**config.mk**
```make
export PLATFORM = sky130hd
export DESIGN_NAME = ram_test_controller
export DESIGN_NICKNAME = d
export VERILOG_FILES = /design/src/rtl/ram_test_controller.sv
export SDC_FILE = /design/constraint.sdc
export NUM_CORES = 1
export LEC_CHECK = 0
export CAP_MARGIN = 20
export CORE_MARGIN = 4
export CORE_UTILIZATION = 45
export CTS_CLUSTER_DIAMETER = 40
export DETAILED_ROUTE_END_ITERATION = 6
export PLACE_DENSITY = 0.69
export REMOVE_ABC_BUFFERS = 1
export SYNTH_ARGS = -nofsm -noshare
export SYNTH_HDL_FRONTEND = slang
export SYNTH_SLANG_ARGS = --single-unit
```
**constraint.sdc**
```tcl
create_clock -name i_clk -period 2.6 [get_ports i_clk]
set_clock_uncertainty 0.05 [all_clocks]
set_input_delay 0.52 -clock i_clk [delete_from_list [all_inputs] [get_ports i_clk]]
set_output_delay 0.52 -clock i_clk [all_outputs]
set_load 0.02 [all_outputs]
```
**src/rtl/ram_test_controller.sv**
```systemverilog
// ram_test_controller: sequences generator -> RAM -> checker loopback frames.
// Owns RAM write/read addressing, the generator/checker start pulses and the
// per-session pass/fail tally. Single clock, synchronous active-high reset.
//
// Handshake note: there is no backpressure anywhere on this path. i_gen_valid
// qualifies one generator word per cycle and is written the same cycle it is
// seen; o_ram_re issues one read per cycle; o_chk_data_valid qualifies one RAM
// output word per cycle, RD_LAT cycles after the matching o_ram_re.
module ram_test_controller #(
    parameter int FRAME_LEN = 16,
    parameter int ADDR_W    = 5,
    parameter int RD_LAT    = 1,
    parameter int TIMEOUT   = 255
) (
    input  logic              i_clk,
    input  logic              i_rst,
    input  logic              i_run,
    input  logic [7:0]        i_num_frames,
    output logic              o_gen_start,
    input  logic              i_gen_valid,
    output logic              o_ram_we,
    output logic [ADDR_W-1:0] o_ram_waddr,
    output logic              o_ram_re,
    output logic [ADDR_W-1:0] o_ram_raddr,
    output logic              o_chk_start,
    output logic              o_chk_data_valid,
    input  logic              i_chk_done,
    input  logic              i_chk_valid_frame,
    output logic              o_busy,
    output logic              o_done,
    output logic [7:0]        o_pass_cnt,
    output logic [7:0]        o_fail_cnt,
    output logic              o_len_err,
    output logic              o_timeout
);

    localparam int WD_W = (TIMEOUT < 2) ? 1 : $clog2(TIMEOUT + 1);
    localparam logic [ADDR_W-1:0] CNT_MAX = '1;
    localparam logic [ADDR_W-1:0] LEN_W   = ADDR_W'(FRAME_LEN);
    localparam logic [WD_W-1:0]   WD_LAST = WD_W'(TIMEOUT - 1);

    typedef enum logic [2:0] {
        S_IDLE,
        S_GEN_START,
        S_WRITE,
        S_READ,
        S_CHECK_WAIT,
        S_NEXT
    } state_t;

    state_t              state_q, state_d;
    logic [7:0]          rem_q, rem_d;
    logic [7:0]          pass_q, pass_d;
    logic [7:0]          fail_q, fail_d;
    logic                len_err_q, len_err_d;
    logic                timeout_q, timeout_d;
    logic                busy_q, busy_d;
    logic                done_q, done_d;
    logic [ADDR_W-1:0]   waddr_q, waddr_d;
    logic [ADDR_W-1:0]   cnt_q, cnt_d;
    logic [ADDR_W-1:0]   raddr_q, raddr_d;
    logic [WD_W-1:0]     wd_q, wd_d;
    logic                vprev_q, vprev_d;
    logic                frame_fail_q, frame_fail_d;
    logic                frame_pass_q, frame_pass_d;
    logic [RD_LAT-1:0]   re_pipe_q, re_pipe_d;
    logic [RD_LAT-1:0]   first_pipe_q, first_pipe_d;

    logic ram_we;
    logic ram_re;
    logic first_rd;

    // Datapath strobes decoded from the current state.
    always_comb begin
        ram_we   = (state_q == S_WRITE) && i_gen_valid && (cnt_q != CNT_MAX);
        ram_re   = (state_q == S_READ);
        first_rd = ram_re && (raddr_q == '0);
    end

    // Next-state, counters and sticky flags for the frame sequencer.
    always_comb begin
        state_d      = state_q;
        rem_d        = rem_q;
        pass_d       = pass_q;
        fail_d       = fail_q;
        len_err_d    = len_err_q;
        timeout_d    = timeout_q;
        busy_d       = busy_q;
        done_d       = 1'b0;
        waddr_d      = waddr_q;
        cnt_d        = cnt_q;
        raddr_d      = raddr_q;
        wd_d         = wd_q;
        vprev_d      = vprev_q;
        frame_fail_d = frame_fail_q;
        frame_pass_d = frame_pass_q;

        case (state_q)
            S_IDLE: begin
                // done_q high means a session just ended this cycle; a run
                // request colliding with it is dropped.
                if (i_run && !done_q) begin
                    pass_d    = '0;
                    fail_d    = '0;
                    len_err_d = 1'b0;
                    timeout_d = 1'b0;
                    rem_d     = i_num_frames;
                    if (i_num_frames == 8'd0) begin
                        done_d = 1'b1;
                    end else begin
                        busy_d  = 1'b1;
                        state_d = S_GEN_START;
                    end
                end
            end
            S_GEN_START: begin
                waddr_d      = '0;
                cnt_d        = '0;
                raddr_d      = '0;
                wd_d         = '0;
                vprev_d      = 1'b0;
                frame_fail_d = 1'b0;
                frame_pass_d = 1'b0;
                state_d      = S_WRITE;
            end
            S_WRITE: begin
                vprev_d = i_gen_valid;
                if (ram_we) begin
                    waddr_d = waddr_q + ADDR_W'(1);
                    cnt_d   = cnt_q + ADDR_W'(1);
                    wd_d    = '0;
                end else if (!i_gen_valid && vprev_q && (cnt_q != '0)) begin
                    // Falling edge of valid closes the frame.
                    state_d = S_READ;
                    raddr_d = '0;
                    wd_d    = '0;
                    if (cnt_q != LEN_W) begin
                        len_err_d    = 1'b1;
                        frame_fail_d = 1'b1;
                    end
                end else if (wd_q == WD_LAST) begin
                    timeout_d    = 1'b1;
                    frame_fail_d = 1'b1;
                    state_d      = S_NEXT;
                end else begin
                    wd_d = wd_q + WD_W'(1);
                end
            end
            S_READ: begin
                raddr_d = raddr_q + ADDR_W'(1);
                wd_d    = '0;
                if (raddr_q == cnt_q - ADDR_W'(1)) begin
                    state_d = S_CHECK_WAIT;
                end
            end
            S_CHECK_WAIT: begin
                if (i_chk_done) begin
                    frame_pass_d = i_chk_valid_frame && !frame_fail_q;
                    state_d      = S_NEXT;
                end else if (wd_q == WD_LAST) begin
                    timeout_d    = 1'b1;
                    frame_pass_d = 1'b0;
                    state_d      = S_NEXT;
                end else begin
                    wd_d = wd_q + WD_W'(1);
                end
            end
            S_NEXT: begin
                if (frame_pass_q) begin
                    pass_d = pass_q + 8'd1;
                end else begin
                    fail_d = fail_q + 8'd1;
                end
                rem_d = rem_q - 8'd1;
                if (rem_q == 8'd1) begin
                    done_d  = 1'b1;
                    busy_d  = 1'b0;
                    state_d = S_IDLE;
                end else begin
                    state_d = S_GEN_START;
                end
            end
            default: begin
                state_d = S_IDLE;
            end
        endcase
    end

    // Checker drive delay line; independent of the sequencer state so the
    // tail of a frame drains even after the FSM has moved on.
    always_comb begin
        re_pipe_d       = re_pipe_q;
        first_pipe_d    = first_pipe_q;
        re_pipe_d[0]    = ram_re;
        first_pipe_d[0] = first_rd;
        for (int i = 1; i < RD_LAT; i++) begin
            re_pipe_d[i]    = re_pipe_q[i-1];
            first_pipe_d[i] = first_pipe_q[i-1];
        end
    end

    // State and datapath registers; reset aborts any frame in flight.
    always_ff @(posedge i_clk) begin
        if (i_rst) begin
            state_q      <= S_IDLE;
            rem_q        <= '0;
            pass_q       <= '0;
            fail_q       <= '0;
            len_err_q    <= 1'b0;
            timeout_q    <= 1'b0;
            busy_q       <= 1'b0;
            done_q       <= 1'b0;
            waddr_q      <= '0;
            cnt_q        <= '0;
            raddr_q      <= '0;
            wd_q         <= '0;
            vprev_q      <= 1'b0;
            frame_fail_q <= 1'b0;
            frame_pass_q <= 1'b0;
            re_pipe_q    <= '0;
            first_pipe_q <= '0;
        end else begin
            state_q      <= state_d;
            rem_q        <= rem_d;
            pass_q       <= pass_d;
            fail_q       <= fail_d;
            len_err_q    <= len_err_d;
            timeout_q    <= timeout_d;
            busy_q       <= busy_d;
            done_q       <= done_d;
            waddr_q      <= waddr_d;
            cnt_q        <= cnt_d;
            raddr_q      <= raddr_d;
            wd_q         <= wd_d;
            vprev_q      <= vprev_d;
            frame_fail_q <= frame_fail_d;
            frame_pass_q <= frame_pass_d;
            re_pipe_q    <= re_pipe_d;
            first_pipe_q <= first_pipe_d;
        end
    end

    // Output mapping.
    always_comb begin
        o_gen_start      = (state_q == S_GEN_START);
        o_ram_we         = ram_we;
        o_ram_waddr      = waddr_q;
        o_ram_re         = ram_re;
        o_ram_raddr      = raddr_q;
        o_chk_start      = first_pipe_q[RD_LAT-1];
        o_chk_data_valid = re_pipe_q[RD_LAT-1];
        o_busy           = busy_q;
        o_done           = done_q;
        o_pass_cnt       = pass_q;
        o_fail_cnt       = fail_q;
        o_len_err        = len_err_q;
        o_timeout        = timeout_q;
    end

endmodule

```
[Word-level counts from Yosys, hierarchy flattened]
Cells that the tools add are included.
Cells by class
  equal/unequal tests: 25
  add/sub/neg operators: 8
  mux-type cells: 54
  reductions and logical operators: 34
Operators with widths (number)
  $mux W8: 8
  $pmux W8 S2: 3
  $add A8 B1 Y8 const B: 3
  $pmux W8 S3: 1
  $mux W3: 7
  $mux W1: 20
  $mux W5: 4
  $pmux W5 S2: 2
  $ne A2 B2 Y1 const B: 9
  $pmux W3 S6: 1
  $add A5 B1 Y5 const B: 3
  $pmux W5 S3: 1
  $pmux W1 S2: 6
  $reduce_and A4 Y1: 3
  $ne A5 B5 Y1 const B: 2
  $reduce_and A5 Y1: 2
  $reduce_and A3 Y1: 3
  $reduce_bool A3 Y1: 3
  $eq A8 B1 Y1 const B: 1
  $eq A8 B8 Y1 const B: 1
  $logic_not A8 Y1: 1
  $reduce_and A2 Y1: 4
  $reduce_bool A2 Y1: 4
  $sub A8 B1 Y8 const B: 1
  16 further kinds: 28
Storage, ports and cells
  input port bits: 14
  register bits: 59
  output and inout bits: 35
  word-level logic and storage cells: 138

[Longest topological paths before layout]
  depth in word-level cells: 6
  depth in mapped cells: 8
  gate-level depth less buffers: 8

[Least setup slack after synthesis]
No wires, ideal clock.
  path kind: register to register
  start: reg cnt_q[0]
  end: reg state_q[2]
  data arrival time: 1930 ps
  buffers on the path: 0
  slack: 524 ps
  cell stages (with the launch flop): 8
  period minus slack after synthesis: 2076 ps
  library setup time: 95 ps
  data required time: 2455 ps
  cell sequence: dfxtp_1 > inv_1 > ha_1 > nor2b_1 > or3_1 > a31o_2 > or3_1 > a221oi_1
Between the ends
  cells in the longest elaborated chain, start to end: 5
  elaborated cells between the ends (all ways): 12
  those cells by class: 1 x add/sub; 4 x eq/ne; 3 x mux; 4 x reduce/logical
RTL lines
  start, declared: RTL line 60  | logic [ADDR_W-1:0] cnt_q, cnt_d;
  start signal, assigned: RTL line 232  | cnt_q <= cnt_d;
  parallel branches: the longest is 5 deep, another holds $sub A5 B1 Y5
  end signal, assigned: RTL line 223  | state_q <= state_d;
  end, declared: RTL line 51  | state_t state_q, state_d;
Parallel ways; which one is timed is not known. The select of a mux whose other input is x is not followed.
A chain may end at the register's enable or synchronous reset.

[Worst setup path in the final report]
  start: reg cnt_q[1]
  end: out o_ram_we
Between the ends
  cells in the longest elaborated chain, start to end: 2
RTL lines
  $ne A5 B5 Y1: RTL line 75  | ram_we = (state_q == S_WRITE) && i_gen_valid && (cnt_q != CNT_MAX);
  $logic_and A1 B1 Y1: RTL line 75
  end, declared: RTL line 21  | output logic o_ram_we,
Every way passes these cells.

==> metrics.cfg <==
[die]
io_pins=49
die_area_sq_mm=0.008248
fp-row-count=29
die_w_um=90.82
die_height_um=90.82
initial_core_util_pct=47.52
fp.coreArea_sq_mm=0.006495

[setup_path]
cp-endpoint=o_ram_we
rr_worst_depth=8
cpMaxStageDelayCell=dfxtp_1
startpoint=cnt_q[1]
reg2reg_from=cnt_q[0]
cp_data_arrival_time_ns=1.83
r2r_slack_ns=0.38
path_max_fanout=5
worstSetupPathType=reg2out
cpPeakStageDelay_ns=0.35
cp_top_family=simple AND/OR/NAND/NOR gates
crit_path_cell_trace=ha_1 > and3_1 > ha_1 > nand2b_1 > nor2_2 > dlygate4sd2_1
critical_path.startpoint_type=flop
cp_num_buf_inv=1
worstPathRequired_ns=2.03
crit_cells=6
crit_top_cell=ha_1
r2r-end=state_q[2]
cp-end-kind=output port

[outcome]
status=finished, final reports clean

[power_and_ir_drop]
power.density_mw_per_mm2=630.2
peakVddDrop_mv=0.3463
p_sw_w=0.0007066
combPwrFrac_pct=19.1
p_int_w=0.001797
leakage_nw=1.565
switching_share_pct=28.22
seqPwrFrac_pct=39.9
power_w=0.002504
clkPwrFrac_pct=41.0

[synthesis]
avgSynthCellArea_sq_um=8.188
synthArstFlopShare_pct=0
synthFlopType=dfxtp_1
synth_area_leaders=dfxtp_1 (38%), nor2_1 (7.5%), xor2_1 (5.7%)
synth_top_cell_area_share_pct=38.27
syn_area_sq_mm=0.003087
yosys.area.top_type=dfxtp_1
yosysSeqAreaShare_pct=38.27
ys_warn_count=0
ys_types=60
synth-seq-cells=59
netlist_instances=377
synth_edf_count=0

[run]
max-cap-violations=0

[routing]
ant_nets=0
drt_iter0_drc=87
via_count=2889
totalWireLength_mm=7.596
viasPerCell=5.545
drc=0
dr.pass1.iters=4
wl_per_cell_um=14.58

[global_routing]
grt_pass1_wl_mm=12.92
antenna_found_initial=0
grt_start_max_net_pins=24
track_usage_pct=18.98
overflow=0
grt_pass1_vias=2823

[sta]
period_share_pct=92.46
tightest_slew_ns=0.6427
setup_violations=0
slew_viol_final=0
final_hold_viol_count=0
max-slew-margin-rel_pct=56.96
rsz0062_at_grt=false
fin_tns_setup_ns=0
fmax_mhz=416.0
fin_crit_ns=2.404
final.setup.worst_slack_ns=0.1960

[placement]
post-place-cells=505
dp_hpwl_mm=5.555
portBuffers=48
dp_slack_ns=0.1591
gp_congestion=0.7919

[cts]
clkTransAtPathRegs_ns=0.07
cts_sinks=59
cts_tree=yes
cts-buffers-inserted=9
ctsHoldBuffers=0
cts_max_level=3
clock_insertion_delay_worst_skew_ns=0.34
clockBufferDepth=2
root_buffer=clkbuf_8

[layout]
nNetsFinal=465
layoutNonFillerInstCount=521
drive_gt1_share_pct=9.910
layout_commonest_cell=nor2_1
syn2layout_area_growth_pct=28.70
layout_common_cells=nor2_1 (62), dfxtp_1 (58), clkdlybuf4s50_1 (45)
diodes=0

[hold_path]
hold_class=reg2reg

## area by class of cell
type	instances	area (sq um)
clock inverters	5	100.1
fillers	562	2522
well taps	77	96.34
inverters	13	48.80
repair buffers	64	600.6
clock buffers	11	141.4
multi-input cells	292	1803
flip-flops and latches	59	1182
## synth_stat cells (all sizes together), types with 3 or more instances
library cell,instances
a2111oi,3
a211oi,5
a21oi,25
a22oi,3
a31oi,7
and2,3
and3,4
and4,3
buf,7
clkbuf,6
dfxtp,59
ha,12
inv,13
mux2i,5
nand2,32
nand2b,6
nand3,12
nand4,16
nor2,63
nor2b,7
nor3,14
nor4,3
o21ai,12
xnor2,6
xor2,20
## sequential cells by signal, indices dropped and copies added, names as in the netlist
signal / flops
frame_fail_q: 1
o_chk_data_valid: 1
o_pass_cnt: 8
o_busy: 1
o_done: 1
o_fail_cnt: 8
wd_q: 8
o_len_err: 1
frame_pass_q: 1
cnt_q: 5
o_timeout: 1
vprev_q: 1
rem_q: 8
o_chk_start: 1
state_q: 3
o_ram_waddr: 5
o_ram_raddr: 5
## routing by layer
metal / global-route usage [%] / routed length, um / up-vias
met2: 32.06 / 3683 / 73
met5: 0 / 0 / -
met3: 4.500 / 360 / 10
met1: 22.76 / 3429 / 1338
li1: - / - / 1468
met4: 8.668 / 123 / 0
## worst min path at each step
stage	from	to	slack [ns]	cells past startpoint
finish	rem_q[6]	rem_q[6]	0.42	2
global route	rem_q[6]	rem_q[6]	0.48	2
CTS	rem_q[6]	rem_q[6]	0.42	2
detailed placement	rem_q[6]	rem_q[6]	0.42	2
global placement	rem_q[7]	rem_q[7]	0.41	1
floorplan	frame_fail_q	frame_fail_q	0.39	2
## power by group through the flow
stage                     clock network, W  registers, W  logic, W
final                              0.00103       0.00100  0.000478
after global routing               0.00109       0.00101  0.000528
after CTS                          0.00105      0.000999  0.000477
after detailed placement                 0       0.00102  0.000476
after global placement                   0       0.00102  0.000472
after floorplan                          0       0.00102  0.000292
## what timing repair did
action                     4_1_cts  5_1_grt
resized for setup                3        1
setup endpoints to repair        2        1
buffers inserted                 0        0
## per-stage QoR
stage | util, % | hold WS [ns] | instance area, sq um
after floorplan | - | 0.3882 | 3033
after global placement | 57.43 | 0.4147 | 3730
after detailed placement | 57.43 | 0.4151 | 3730
after CTS | 61.12 | 0.4247 | 3970
after global routing | 61.16 | 0.4784 | 3973
final | 61.16 | 0.4242 | 3973
## cells by family after synthesis
logic type      Yosys count  share of synthesized area [%]
buf+inv                  26                          3.324
mux                       5                          1.621
flops                    59                          38.27
simple gates            176                          28.42
fa+ha+maj                13                          5.188
xor+xnor                 26                          7.377
compound gates           72                          15.81
## worst reg2reg max path: stages (launching register included)
cell and delay [ns]:
dfxtp_1 0.34, buf_4 0.15, inv_1 0.05, ha_1 0.22, nor2b_1 0.14, or3_1 0.35, a31o_2 0.24, or3_1 0.34
a221oi_1 0.24
Power figures use the tool's default switching activity.
